### src/rtl/lfsr_rng_arbiter.sv
// lfsr_rng_arbiter
//   Shared random-number service: one 16-bit Fibonacci LFSR
//   (x^16+x^14+x^13+x^11+1) arbitrated round-robin among NUM_REQ requesters.
//   Each grant advances the LFSR STEPS times, then the fresh word is offered
//   to the granted requester over a valid/ack handshake. The block also owns
//   seeding; a zero seed is replaced by SEED so the LFSR never locks up.
//
// Ports
//   clk        in   clock, rising edge
//   reset      in   synchronous active-high reset
//   req        in   [NUM_REQ] level-sensitive requests
//   ack        in   [NUM_REQ] acceptance, only the granted bit is honoured
//   grant      out  [NUM_REQ] one-hot grant, RUN entry until the ack cycle
//   rnd_out    out  [16] delivered word, stable while rnd_valid
//   rnd_valid  out  rnd_out valid for the granted requester
//   seed_load  in   load seed_in into the LFSR (IDLE only)
//   seed_in    in   [16] seed value
//   busy       out  FSM not in IDLE
//   lfsr_state out  [16] current LFSR register (debug)
module lfsr_rng_arbiter #(
  parameter int unsigned NUM_REQ = 4,
  parameter int unsigned STEPS   = 16,
  parameter logic [15:0] SEED    = 16'h5678
) (
  input  logic               clk,
  input  logic               reset,
  input  logic [NUM_REQ-1:0] req,
  input  logic [NUM_REQ-1:0] ack,
  output logic [NUM_REQ-1:0] grant,
  output logic [15:0]        rnd_out,
  output logic               rnd_valid,
  input  logic               seed_load,
  input  logic [15:0]        seed_in,
  output logic               busy,
  output logic [15:0]        lfsr_state
);

  localparam int unsigned        IW   = (NUM_REQ > 1) ? $clog2(NUM_REQ) : 1;
  localparam logic [7:0]         LAST = 8'(STEPS - 1);
  localparam logic [NUM_REQ-1:0] ONE  = {{(NUM_REQ-1){1'b0}}, 1'b1};

  typedef enum logic [1:0] {
    IDLE    = 2'd0,
    RUN     = 2'd1,
    DELIVER = 2'd2
  } state_t;

  state_t             state_q, state_d;
  logic [15:0]        lfsr_q, lfsr_d;
  logic [7:0]         cnt_q, cnt_d;
  logic [IW-1:0]      ptr_q, ptr_d;
  logic [IW-1:0]      gidx_q, gidx_d;
  logic [NUM_REQ-1:0] grant_q, grant_d;
  logic [15:0]        rnd_q, rnd_d;
  logic               valid_q, valid_d;

  logic               pick_found;
  logic [IW-1:0]      pick_idx;
  int unsigned        cand;

  function automatic logic [15:0] lfsr_step(input logic [15:0] s);
    return {s[14:0], s[15] ^ s[13] ^ s[12] ^ s[10]};
  endfunction

  // Round-robin pick: scan from ptr+1 with wrap; the last candidate visited
  // is ptr itself, so a lone requester is re-served after its own grant.
  always_comb begin
    pick_found = 1'b0;
    pick_idx   = '0;
    cand       = 0;
    for (int unsigned i = 1; i <= NUM_REQ; i++) begin
      cand = 32'(ptr_q) + i;
      if (cand >= NUM_REQ) cand = cand - NUM_REQ;
      if (!pick_found && req[IW'(cand)]) begin
        pick_found = 1'b1;
        pick_idx   = IW'(cand);
      end
    end
  end

  always_comb begin
    state_d = state_q;
    lfsr_d  = lfsr_q;
    cnt_d   = cnt_q;
    ptr_d   = ptr_q;
    gidx_d  = gidx_q;
    grant_d = grant_q;
    rnd_d   = rnd_q;
    valid_d = valid_q;
    unique case (state_q)
      IDLE: begin
        if (seed_load) begin
          lfsr_d = (seed_in == '0) ? SEED : seed_in;
        end else if (pick_found) begin
          gidx_d  = pick_idx;
          grant_d = ONE << pick_idx;
          cnt_d   = '0;
          state_d = RUN;
        end
      end
      RUN: begin
        lfsr_d = lfsr_step(lfsr_q);
        cnt_d  = cnt_q + 8'd1;
        if (cnt_q == LAST) begin
          rnd_d   = lfsr_d;
          valid_d = 1'b1;
          state_d = DELIVER;
        end
      end
      DELIVER: begin
        if (ack[gidx_q]) begin
          grant_d = '0;
          valid_d = 1'b0;
          ptr_d   = gidx_q;
          state_d = IDLE;
        end
      end
      default: state_d = IDLE;
    endcase
  end

  always_ff @(posedge clk) begin
    if (reset) begin
      state_q <= IDLE;
      lfsr_q  <= SEED;
      cnt_q   <= '0;
      ptr_q   <= IW'(NUM_REQ - 1);
      gidx_q  <= '0;
      grant_q <= '0;
      rnd_q   <= '0;
      valid_q <= 1'b0;
    end else begin
      state_q <= state_d;
      lfsr_q  <= lfsr_d;
      cnt_q   <= cnt_d;
      ptr_q   <= ptr_d;
      gidx_q  <= gidx_d;
      grant_q <= grant_d;
      rnd_q   <= rnd_d;
      valid_q <= valid_d;
    end
  end

  assign grant      = grant_q;
  assign rnd_out    = rnd_q;
  assign rnd_valid  = valid_q;
  assign busy       = (state_q != IDLE);
  assign lfsr_state = lfsr_q;

endmodule

### config.mk
export PLATFORM = sky130hd
export DESIGN_NAME = lfsr_rng_arbiter
export DESIGN_NICKNAME = d
export VERILOG_FILES = /design/src/rtl/lfsr_rng_arbiter.sv
export SDC_FILE = /design/constraint.sdc
export NUM_CORES = 1
export LEC_CHECK = 0
export BUFFER_PORTS_ARGS = -buffer_cell sky130_fd_sc_hd__buf_2
export CORE_MARGIN = 1
export CORE_UTILIZATION = 25
export CTS_CLUSTER_SIZE = 16
export DETAILED_ROUTE_END_ITERATION = 16
export GPL_ROUTABILITY_DRIVEN = 0
export PLACE_DENSITY_LB_ADDON = 0.1
export SLEW_MARGIN = 25
export SYNTH_ARGS = -nofsm -noshare
export SYNTH_HDL_FRONTEND = slang
export SYNTH_SLANG_ARGS = --single-unit
### constraint.sdc
create_clock -name clk -period 1.6 [get_ports clk]
set_input_delay 0.32 -clock clk [delete_from_list [all_inputs] [get_ports clk]]
set_output_delay 0.32 -clock clk [all_outputs]
set_load 0.05 [all_outputs]
==> reports/qor.yml, run 1 <==
final_layout:
  fin_util_pct: 35.9
  multi_input_area_um2: 1230
  drive_gt1_share_pct: 42.0
  syn2layout_area_growth_pct: 39.0
  nets: 384
  nFillCells: 944
  antenna_cells: 0
  seqCellArea_um2: 1020
job:
  drv_cap: 0
worst_setup_path:
  worstPathMaxFanout: 7
  start_kind: "flop"
  path_class: "flop to flop"
  end_kind: "flop"
  cp_data_required_time_ns: 1.80
  worstRegToRegCells: 5
  arrival_ns: 1.86
clock_tree:
  insertion_delay_ns: 0.31
  cts_root_buffer: "clkbuf_8"
  numCtsBuffers: 5
  htreeDepth: 2
  cts_tree: "yes"
  clkTransAtPathRegs_ns: 0.10
  cts.path.max_buffers: 2
  clock_sinks: 51
  hold_buffers: 0
outcome:
  run_status: "complete, but fails checks"
  violations: "negative setup slack"
logic_synthesis:
  synth_ff_type: "dfxtp_1"
  synth-edff-count: 0
  yosysTopAreaCellShare_pct: 45.6
  synthCells: 269
  ys_seq_elements: 51
  synth_cell_types: 49
  synth_area_leaders: "dfxtp_1 (46%), a21oi_1 (8.0%), nand2_1 (7.7%), o22ai_1 (3.4%), o21ai_0 (2.9%)"
  yosysWarnings: 0
  syn_nets: 297
  synth_area_leader_cell: "dfxtp_1"
  async_reset_ff_share_pct: 0
  ys_seq_area_share_pct: 45.6
  syn_area_um2: 2240
  avgSynthCellArea_um2: 8.33
hold_path:
  hold_class: "input port to flop"
  min_path_cells: 3
placed_design:
  pre_cts_slack_ns: -0.146
  hpwl_um: 4780
  port_buffers: 64
global_route:
  grt_pass1_wl_um: 10300
  antenna_found_initial: 0
  grtUsageTotal_pct: 13.7
  grt_pass1_vias: 2022
  grt_max_degree: 21
  grt.overflow.total: 0
sta:
  slew_headroom_pct: 77.8
  setup_violations: 16
  rsz0062_at_grt: "true"
  post-route-period-util_pct: 104
  hold_viol_final: 0
  finClkSkew_ns: 0.00947
  max_freq_ghz: 0.601
  worst_slew_pin_slew_ns: 0.329
  maxSlewViolCount: 0
  fin_crit_ns: 1.66
  setup_ws_ns: -0.0643
  timing.hold.ws_ns: 0.265
detailed_routing:
  first_pass_iters: 6
  ant_nets: 0
  routedWlPerCell_um: 13.9
  drt-initial-drc-count: 65
  viasPerCell: 4.83
  drc: 0
  vias: 2245
  drt_wl_total_um: 6460
floorplan:
  die_x_um: 96.7
  rows: 34
  coreArea_um2: 8680
  dieArea_um2: 9350
  die_y_um: 96.7
  start_util_pct: 25.8
  ioPinCount: 65
power:
  power.switching_fraction_pct: 31.4
  seqPwrFrac_pct: 50.9
  p_sw_w: 0.000851
  cellInternalPower_w: 0.00186
  p_total_w: 0.00271
  p_comb_share_pct: 19.7
  pwr-share-clk_pct: 29.4
  power_leakage_nw: 1.27
  p_per_area_nw_per_um2: 870
  max-vdd-ir-drop_mv: 0.322
-- logic make-up (layout without fill, tap and decap cells) --
family / after synthesis / after routing / share of synthesized area, %
AO/OA/AOI/OAI: 85 / 85 / 23.0
XOR/XNOR: 3 / 3 / 1.17
adder cells (fa/ha/maj): 1 / 1 / 0.558
buffers and inverters: 23 / 111 / 4.41
flip-flops: 51 / 51 / 45.6
multiplexers: 4 / 4 / 2.35
AND/OR/NAND/NOR: 102 / 102 / 22.9
-- sequential cells by signal, summed over array words and instances, names as in the netlist --
signal,count
gidx_q,2
grant,4
rnd_valid,1
cnt_q,8
lfsr_state,16
ptr_q,2
state_q,2
rnd_out,16
-- metrics by stage --
| step | std cells | area (um^2) | setup TNS [ns] |
|---|---|---|---|
| after floorplan | 269 | 2260 | -0.790 |
| after global placement | 454 | 2850 | -1.15 |
| after detailed placement | 454 | 2850 | -1.30 |
| after CTS | 463 | 2990 | -0.499 |
| after global routing | 465 | 3110 | -1.42 |
| final | 465 | 3110 | -0.548 |
-- cell usage in the layout, fill, tap and decap left out, types with 5 or more instances in the layout --
master	count
nand2_2	12
dfxtp_1	48
nand2_1	31
or3_1	5
buf_2	63
o22ai_1	12
nor2_1	13
o21ai_0	13
buf_4	29
nand3_1	6
clkbuf_8	6
a21oi_1	25
a21oi_2	12
-- per-layer routing --
metal	global-route usage, %	vias to the layer above	wire (um)
li1	-	1140	-
met1	18.5	1041	3170
met2	21.5	53	2950
met3	2.82	11	216
met4	4.94	0	119
met5	0	-	0
-- worst max-delay path, cell delays in order, from the launching register on --
cell and delay (ns):
dfxtp_2 0.33, or4_4 0.56, or3_4 0.39, buf_8 0.17, nand2_1 0.06, a21oi_1 0.05
-- what timing repair did --
item / in CTS / in global routing
gates cloned: 1 / 0
setup buffers: 0 / 2
endpoints found under the setup margin: 18 / 33
resized for setup: 13 / 36
pin swaps: 4 / 11
-- synth_stat cells (all sizes together) (3+ instances only) --
| library cell | number |
|---|---|
| xnor2 | 3 |
| nor3 | 6 |
| nand3 | 6 |
| nand2b | 3 |
| clkbuf | 13 |
| dfxtp | 51 |
| nor2 | 15 |
| a311oi | 4 |
| o22ai | 12 |
| o21ai | 14 |
| nand2 | 46 |
| a21boi | 4 |
| a21oi | 38 |
| buf | 5 |
| inv | 4 |
| a211oi | 3 |
| mux2i | 3 |
| or3 | 6 |
| nor4 | 4 |
| or4 | 4 |
-- path summary, 6_finish.rpt --
| check | slack (ns) | end | startpoint |
|---|---|---|---|
| min | 0.27 | lfsr_state[15] | seed_in[15] |
| max reg2reg | -0.06 | rnd_out[5] | cnt_q[7] |
| min reg2reg | 0.46 | rnd_out[9] | rnd_out[9] |
| max | -0.06 | rnd_out[5] | cnt_q[7] |
-- layout make-up --
| class | instances | area share, % |
|---|---|---|
| tap | 108 | 4.34 |
| inverter | 5 | 0.603 |
| sequential | 51 | 32.9 |
| clock buffer | 7 | 2.77 |
| clock inverter | 1 | 0.281 |
| timing repair buffer | 98 | 19.5 |
| multi-input combinational | 195 | 39.6 |
-- power groups by stage --
| stage | Clock, W | Sequential, W | Combinational, W |
|---|---|---|---|
| final | 0.000798 | 0.00138 | 0.000533 |
| after global routing | 0.000897 | 0.00139 | 0.000576 |
| after floorplan | 0 | 0.00155 | 0.000197 |
| after global placement | 0 | 0.00141 | 0.000527 |
| after CTS | 0.000840 | 0.00138 | 0.000532 |
| after detailed placement | 0 | 0.00141 | 0.000528 |
Note: power is estimated with default switching activity, not from simulation.
==> inputs of run 2 (changes only) <==
CORE_UTILIZATION = 46   (was 25)
==> run 2 against run 1 <==
  * Highest routed layer unchanged
  * Power increased by 2.2%
  * Critical path depth unchanged
  * Combinational power decreased by 2%
  * Final area decreased by 6.3%
  * The run still ends with negative setup slack left
  * Via count decreased by 0.53%
==> reports/qor.yml, run 2 (synthesis results as in run 1) <==
final_layout:
  layout_commonest_cell: "buf_2"
  nets: 378  # -1.6%
  fin_util_pct: 62.2  # +26 points
  final_area_um2: 2920  # -6.3%
  final_cell_mix: "buf_2 (63), dfxtp_1 (50), nand2_1 (46)"
  antenna_cells: 0  # unchanged
  syn2layout_area_growth_pct: 30.2
  drive_gt1_share_pct: 33.4  # -8.6 points
sta:
  slew_headroom_pct: 77.6  # -0.14 points
  max_freq_ghz: 0.616  # +2.5%
  maxSlewViolCount: 0  # unchanged
  worst_slew_pin_slew_ns: 0.331  # +0.00208 ns
  rsz0062_at_grt: "true"
  fin_crit_ns: 1.62  # -0.0402 ns
  setup_violations: 15  # -1
  setup_ws_ns: -0.0241  # +0.0402 ns
  finClkSkew_ns: 0.00475  # -0.00472 ns
  post-route-period-util_pct: 102  # -2.5 points
  hold_viol_final: 0  # unchanged
clock_tree:
  insertion_delay_ns: 0.30  # about the same
  cts.path.max_buffers: 2  # unchanged
  clkTransAtPathRegs_ns: 0.09  # about the same
  numCtsBuffers: 5  # unchanged
  clock_sinks: 51  # unchanged
  cts_tree: "yes"
  hold_buffers: 0  # unchanged
  htreeDepth: 2  # unchanged
  cts_root_buffer: "clkbuf_8"
global_route:
  antenna_found_initial: 0  # unchanged
  grt_pass1_wl_um: 9090  # -12%
  grt_max_degree: 21  # unchanged
  grt_pass1_vias: 1968  # -2.7%
  grt.overflow.total: 0  # unchanged
  grtUsageTotal_pct: 22.0  # +8.4 points
worst_setup_path:
  end_kind: "flop"
  arrival_ns: 1.81  # -0.05 ns
  cp_data_required_time_ns: 1.78  # -0.02 ns
  cp-endpoint: "rnd_out[10]"
  critPathLaunch: "cnt_q[6]"
  path_class: "flop to flop"
  worstRegToRegCells: 5  # unchanged
  start_kind: "flop"
  worstPathMaxFanout: 9  # +2
  reg2reg_slack_ns: -0.02  # +0.04 ns
  rr_startpoint: "cnt_q[6]"
  reg2reg_to: "rnd_out[10]"
hold_path:
  hold_class: "input port to flop"
  min_path_cells: 3  # unchanged
detailed_routing:
  drt_wl_total_um: 5450  # -16%
  ant_nets: 0  # unchanged
  drc: 0  # unchanged
  viasPerCell: 5.53  # +14%
  vias: 2233  # -0.53%
  drt-initial-drc-count: 120  # +85%
  first_pass_iters: 6  # unchanged
  routedWlPerCell_um: 13.5  # -2.8%
outcome:
  violations: "negative setup slack"
  run_status: "complete, but fails checks"
placed_design:
  port_buffers: 64  # unchanged
  pre_cts_slack_ns: -0.125  # +0.0213 ns
  hpwl_um: 4040  # -15%
  placed_cell_area_um2: 2770  # -2.7%
power:
  p_per_area_nw_per_um2: 949  # +9.1%
  max-vdd-ir-drop_mv: 0.512  # +59%
  p_total_w: 0.00277  # +2.2%
  power_leakage_nw: 1.23  # -3.2%
floorplan:
  die_y_um: 71.8  # -26%
  ioPinCount: 65  # unchanged
  start_util_pct: 47.8  # +22 points
  rows: 25  # -26%
  dieArea_um2: 5150  # -45%
  die_x_um: 71.8  # -26%
  coreArea_um2: 4690  # -46%
job:
  drv_cap: 0  # unchanged
## run 2: power breakdown
| group | internal (W) | switching [W] |
|---|---|---|
| logic | 0.000178 | 0.000342 |
| registers | 0.00132 | 0.0000557 |
| clock network | 0.000457 | 0.000416 |
| total | 0.00196 | 0.000814 |
## run 2: metal layers
layer	part of all wire [%]	track usage (%)	wire, um	up-vias
met5	0	0	0	-
met4	1.4	6.32	75	0
met3	4.4	3.66	240	7
met2	45	34.7	2430	57
met1	50	31.2	2710	1041
li1	-	-	-	1128
## run 2: what timing repair did
item / CTS / global route
pin swaps: 1 / 0
gates resized for setup: 4 / 8
endpoints found under the setup margin: 17 / 22
buffers inserted: 0 / 0
## run 2: how the worst min path moves through the flow
stage	startpoint	to	slack [ns]
global route	seed_in[13]	lfsr_state[13]	0.28
floorplan	cnt_q[7]	cnt_q[7]	0.44
CTS	seed_in[8]	lfsr_state[8]	0.26
global placement	rnd_out[12]	rnd_out[12]	0.44
finish	seed_in[8]	lfsr_state[8]	0.27
detailed placement	rnd_out[13]	rnd_out[13]	0.44
## run 2: stage by stage
| stage | instances | TNS, ns | hold slack [ns] |
|---|---|---|---|
| floorplan | 269 | -0.790 | 0.445 |
| global placement | 397 | -0.825 | 0.439 |
| detailed placement | 397 | -1.29 | 0.442 |
| CTS | 404 | -0.275 | 0.262 |
| global route | 404 | -1.12 | 0.276 |
| finish | 404 | -0.207 | 0.270 |
## run 2: cell type report
type	instances	area (um^2)
flip-flops and latches	51	1020
repair buffers	92	557
fillers	445	1770
multi-input cells	195	1150
clock buffers	5	68.8
inverters	5	18.8
clock inverters	2	37.5
well taps	54	67.6
## run 2: worst max-delay path, stage by stage, from the launching register on
cell and delay (ns):
dfxtp_1 0.32, or4_4 0.57, or3_4 0.36, buf_6 0.15, nand2_1 0.06, a21oi_1 0.05
